[config.mk]
export PLATFORM = sky130hd
export DESIGN_NAME = mult_div_unit
export DESIGN_NICKNAME = d
export VERILOG_FILES = /design/src/rtl/mult_div_unit.sv
export SDC_FILE = /design/constraint.sdc
export NUM_CORES = 1
export LEC_CHECK = 0
export BUFFER_PORTS_ARGS = -buffer_cell sky130_fd_sc_hd__buf_2
export CAP_MARGIN = 20
export CORE_MARGIN = 2
export CORE_UTILIZATION = 55
export CTS_CLUSTER_DIAMETER = 100
export DETAILED_ROUTE_END_ITERATION = 8
export GPL_TIMING_DRIVEN = 0
export PLACE_DENSITY_LB_ADDON = 0.2
export SLEW_MARGIN = 20
export SYNTH_ARGS = -nofsm -noshare
export SYNTH_HDL_FRONTEND = slang
export SYNTH_SLANG_ARGS = --single-unit
export TNS_END_PERCENT = 5
[constraint.sdc]
create_clock -name clk -period 3.7 [get_ports clk]
set_input_delay 0 -clock clk [delete_from_list [all_inputs] [get_ports clk]]
set_output_delay 0 -clock clk [all_outputs]
set_load 0.05 [all_outputs]
[src/rtl/mult_div_unit.sv]
// Iterative WIDTH-bit multiply/divide unit holding the architectural HI/LO registers.
// Optional macro MDU_EARLY_TERM_EN: multiplies leave CALC once the remaining multiplier is zero.
module mult_div_unit #(
  parameter int WIDTH = 32,
  parameter int CNT_W = 6
) (
  input  logic             clk,
  input  logic             rst,
  input  logic             start,
  input  logic [1:0]       op,
  input  logic [WIDTH-1:0] rs_data,
  input  logic [WIDTH-1:0] rt_data,
  input  logic             hi_we,
  input  logic             lo_we,
  input  logic [WIDTH-1:0] wr_data,
  output logic             busy,
  output logic             done,
  output logic [WIDTH-1:0] hi,
  output logic [WIDTH-1:0] lo
);

  typedef enum logic [1:0] {S_IDLE, S_CALC, S_FIX, S_DONE} state_t;

  state_t             state;
  logic [CNT_W-1:0]   cnt;
  logic               is_div_q;
  logic               sign_a;
  logic               sign_b;
  logic [WIDTH-1:0]   rs_q;
  logic [2*WIDTH-1:0] mcand;
  logic [WIDTH-1:0]   mplier;
  logic [2*WIDTH-1:0] prod;
  logic [WIDTH-1:0]   rem;
  logic [WIDTH-1:0]   quo;
  logic [WIDTH-1:0]   divisor;

  logic signed [WIDTH-1:0] rs_sv;
  logic signed [WIDTH-1:0] rt_sv;
  logic                    op_signed;
  logic                    rs_neg;
  logic                    rt_neg;
  logic                    accept;
  logic                    calc_last;
  logic [2*WIDTH-1:0]      prod_nxt;
  logic [WIDTH-1:0]        mplier_nxt;
  logic [WIDTH:0]          div_shift;
  logic [WIDTH:0]          div_trial;
  logic [WIDTH-1:0]        rem_nxt;
  logic [WIDTH-1:0]        quo_nxt;

  function automatic logic [WIDTH-1:0] cond_neg(input logic [WIDTH-1:0] v, input logic neg);
    return neg ? ({WIDTH{1'b0}} - v) : v;
  endfunction

  function automatic logic [2*WIDTH-1:0] cond_neg2(input logic [2*WIDTH-1:0] v, input logic neg);
    return neg ? ({(2*WIDTH){1'b0}} - v) : v;
  endfunction

  assign rs_sv     = rs_data;
  assign rt_sv     = rt_data;
  assign op_signed = ~op[0];
  assign rs_neg    = op_signed & (rs_sv < 0);
  assign rt_neg    = op_signed & (rt_sv < 0);
  assign accept    = start & ((state == S_IDLE) | (state == S_DONE));

  // Multiply step: add the left-shifting multiplicand when the multiplier LSB is set.
  assign prod_nxt   = mplier[0] ? (prod + mcand) : prod;
  assign mplier_nxt = mplier >> 1;

  // Restoring divide step: shift in the next dividend bit, keep the difference if non-negative.
  assign div_shift = {rem, quo[WIDTH-1]};
  assign div_trial = div_shift - {1'b0, divisor};
  assign rem_nxt   = div_trial[WIDTH] ? div_shift[WIDTH-1:0] : div_trial[WIDTH-1:0];
  assign quo_nxt   = {quo[WIDTH-2:0], ~div_trial[WIDTH]};

`ifdef MDU_EARLY_TERM_EN
  assign calc_last = (cnt == CNT_W'(WIDTH - 1)) | (~is_div_q & (mplier_nxt == '0));
`else
  assign calc_last = (cnt == CNT_W'(WIDTH - 1));
`endif

  always_ff @(posedge clk) begin
    if (rst) begin
      state    <= S_IDLE;
      busy     <= 1'b0;
      done     <= 1'b0;
      hi       <= '0;
      lo       <= '0;
      cnt      <= '0;
      is_div_q <= 1'b0;
      sign_a   <= 1'b0;
      sign_b   <= 1'b0;
      rs_q     <= '0;
      mcand    <= '0;
      mplier   <= '0;
      prod     <= '0;
      rem      <= '0;
      quo      <= '0;
      divisor  <= '0;
    end else begin
      case (state)
        S_IDLE, S_DONE: begin
          done <= 1'b0;
          if (hi_we) hi <= wr_data;
          if (lo_we) lo <= wr_data;
          if (accept) begin
            state    <= S_CALC;
            busy     <= 1'b1;
            cnt      <= '0;
            is_div_q <= op[1];
            sign_a   <= rs_neg;
            sign_b   <= rt_neg;
            rs_q     <= rs_data;
            mcand    <= {{WIDTH{1'b0}}, cond_neg(rs_data, rs_neg)};
            mplier   <= cond_neg(rt_data, rt_neg);
            prod     <= '0;
            rem      <= '0;
            quo      <= cond_neg(rs_data, rs_neg);
            divisor  <= cond_neg(rt_data, rt_neg);
          end else begin
            state <= S_IDLE;
          end
        end
        S_CALC: begin
          cnt <= cnt + CNT_W'(1);
          if (is_div_q) begin
            rem <= rem_nxt;
            quo <= quo_nxt;
          end else begin
            prod   <= prod_nxt;
            mcand  <= mcand << 1;
            mplier <= mplier_nxt;
          end
          if (calc_last) state <= S_FIX;
        end
        S_FIX: begin
          state <= S_DONE;
          busy  <= 1'b0;
          done  <= 1'b1;
          if (!is_div_q) begin
            {hi, lo} <= cond_neg2(prod, sign_a ^ sign_b);
          end else if (divisor == '0) begin
            hi <= rs_q;
            lo <= '1;
          end else begin
            lo <= cond_neg(quo, sign_a ^ sign_b);
            hi <= cond_neg(rem, sign_a);
          end
        end
        default: begin
          state <= S_IDLE;
          busy  <= 1'b0;
          done  <= 1'b0;
        end
      endcase
    end
  end

endmodule
==> impl_metrics.toml <==
[outcome]
status = "finished with violations"
violations = "negative setup slack"

[synthesis]
synthArstFlopShare_pct = 0
synth-warning-count = 0
syn_avg_cell_area_um2 = 7.56
syn_nets = 3413
syn_area_mm2 = 0.0242
synth_cell_types = 84
synth_flop_cell = "dfxtp_1"
ys_ff_latch = 365
synth-edff-count = 0
synth_cells = 3204
ys_seq_area_share_pct = 30.2

[global_routing]
grt_pass1_wl_um = 143000
gr-usage-all-layers_pct = 41.0
grt_max_degree = 15
grt-ovfl-total = 0
antenna_found_initial = 8
grt_pass1_vias = 24558

[cells_and_area]
nFillCells = 3800
stdcell_count = 4141
synthToLayoutAreaGrowth_pct = 18.2
final_cell_mix = "nor2_1, dfxtp_1, nand2_1, a21oi_1, clkbuf_1"
multi_input_comb_area_mm2 = 0.0160
drive_gt1_share_pct = 8.82
seqCellArea_mm2 = 0.00731
layout.nets = 3727
final_cell_area_mm2 = 0.0286
mostFrequentLayoutCell = "nor2_1"
fin_util_pct = 66.2

[power_and_ir_drop]
p_leak_nw = 11.7
ir_drop_uv = 513
power.density_mw_per_mm2 = 711
total_power_mw = 20.4

[critical_path]
crit_family = "compound AO/OA/AOI/OAI gates"
r2r-end = "rem[0]"
critPathKind = "reg2reg"
cp-endpoint = "rem[0]"
r2r_slack_ns = -0.02
cp.depth = 15
slowest_stage = "o31ai_4"
critPathMaxStageDelay_ns = 0.41
path_cells = "inv_1, ha_2, fa_2, nor2b_2, o2111ai_2, a31oi_4, a2111oi_4, o31ai_4, a221oi_4, o21bai_2, a21oi_4, xnor2_4, buf_4, mux2_1, o21ai_1"
cp_num_buf_inv = 2
start_kind = "register"
reg2reg_from = "quo[31]"
crit_start = "quo[31]"
cp_max_fo = 7
ff2ff_path_depth = 15
critical_path_arrival_ns = 4.23
required_ns = 4.21
end_kind = "register"

[floorplan]
core-area_mm2 = 0.0433
start_util_pct = 56.0
chipWidth_um = 214
rows = 76
design.die.area_mm2 = 0.0457
io_pins = 169
die_y_um = 214

[cts]
ctsRootBufferMaster = "clkbuf_16"
h-tree-depth = 2
cts_max_path_buffers = 3
cts.sinks = 365
clk_latency_ns = 0.59
numCtsBuffers = 42
cts_tree = "built"
clk_pin_slew_ns = 0.06

[route]
firstDrtPassIters = 7
vias = 26737
ant_nets = 0
drtIter0Drc = 3477
wire_per_inst_um = 23.3
drc = 0
viasPerCell = 6.46
wl_um = 96600

[placement]
place_inst = 3956
placed_cell_area_mm2 = 0.0258
place_ws_ns = -0.418
hpwl_um = 74900
io_buffers = 167
routabilityCongestion = 1.07

[timing]
min_period_ns = 3.72
fmax_mhz = 269
timing.slew.headroom_pct = 32.4
fin_crit_sh_pct = 101
clock_skew_ns = 0.0314
hold_viol_final = 0
setup_viol = 2
rsz0062_at_grt = "true"
slew_viol_final = 0
setup_ws_ns = -0.0192
worstMarginPinSlew_ns = 1.01

[job]
drv_cap = 0

[worst_hold_path]
hp-class = "in2reg"
hold_depth = 5
==> state kept, by name (all words and copies together) (netlist names), 2 cells and up <==
register,cells
quo,32
rs_q,32
rem,32
state,2
cnt,6
mcand,64
lo,32
hi,32
divisor,32
prod,64
mplier,32
==> tightest hold or removal path: stages <==
cell,delay (ns)
buf_2,0.16
a31oi_1,0.15
nor2b_1,0.10
nand2_1,0.09
a21oi_1,0.06
==> stage by stage <==
step / hold slack [ns] / TNS [ns]
after floorplan: 0.136 / 0
after global placement: 0.283 / -6.27
after detailed placement: 0.291 / -7.67
after CTS: 0.0171 / -0.263
after global routing: 0.0693 / -2.51
final: 0.0309 / -0.0224
==> per-layer routing <==
metal | GRT usage [%] | wire length, µm | up-vias
li1 | - | - | 12108
met1 | 54.7 | 39100 | 12569
met2 | 61.9 | 40600 | 1679
met3 | 9.92 | 11700 | 369
met4 | 20.6 | 5100 | 12
met5 | 0 | 67 | -
==> worst min path at each step <==
| stage | slack [ns] | endpoint | from |
|---|---|---|---|
| finish | 0.03 | divisor[31] | op[0] |
| global route | 0.07 | divisor[31] | op[0] |
| CTS | 0.02 | divisor[31] | op[0] |
| detailed placement | 0.29 | is_div_q | op[1] |
| global placement | 0.28 | rs_q[31] | rs_data[31] |
| floorplan | 0.14 | rs_q[11] | rs_data[11] |
==> Yosys cell counts (all sizes together), types with 8 or more instances <==
library cell | count | area [µm²]
a31oi | 32 | 215
o21ai | 183 | 916
clkbuf | 186 | 698
a211oi | 56 | 420
nand3b | 9 | 67.6
o41ai | 11 | 96.3
inv | 82 | 308
mux2i | 36 | 360
a21o | 77 | 578
dfxtp | 365 | 7310
nor2b | 69 | 432
a311oi | 52 | 455
a221oi | 12 | 123
a22oi | 73 | 548
and3 | 10 | 62.6
nand2 | 359 | 1350
buf | 32 | 145
nor3 | 84 | 435
and2 | 16 | 100
a21oi | 294 | 1480
a22o | 8 | 70.1
or4 | 14 | 105
o21a | 15 | 113
o211ai | 47 | 353
o31ai | 31 | 238
nor4 | 39 | 269
nor2 | 397 | 1490
ha | 104 | 1300
or3 | 13 | 81.3
o21bai | 16 | 124
nand2b | 56 | 350
xnor2 | 130 | 1160
nand3 | 32 | 160
nand4 | 28 | 175
xor2 | 141 | 1230
o221ai | 36 | 315
==> power by group <==
part	switching, mW	internal, mW	total, mW	leakage [nW]
registers	0.862	4.92	5.78	2.98
clock network	1.82	2.85	4.67	0.741
logic	7.01	2.91	9.91	7.99
==> final cells by class <==
| class | count | area share (%) |
|---|---|---|
| multi-input combinational | 2538 | 55.8 |
| sequential | 365 | 25.5 |
| timing repair buffer | 278 | 6.70 |
| clock buffer | 56 | 4.32 |
| buffer | 210 | 2.87 |
| tap | 585 | 2.56 |
| inverter | 83 | 1.09 |
| clock inverter | 20 | 1.06 |
| antenna | 6 | 0.0524 |
==> cell families after synthesis <==
| family | count (synthesis) | share of synthesized area, % |
|---|---|---|
| simple gates | 1144 | 21.6 |
| compound gates | 979 | 26.4 |
| flops | 365 | 30.2 |
| mux | 38 | 1.58 |
| buf+inv | 301 | 4.77 |
| fa+ha+maj | 106 | 5.54 |
| xor+xnor | 271 | 9.88 |
==> timing repair <==
| action | CTS | global route |
|---|---|---|
| setup endpoints to repair | 51 | 77 |
| gates cloned | 0 | 0 |
| pin swaps | 2 | 10 |
| resized for setup | 15 | 28 |
| hold buffers | 100 | 0 |
| buffers inserted | 0 | 11 |
| hold endpoints to repair | 134 | 0 |
(Power assumes the default switching activity.)
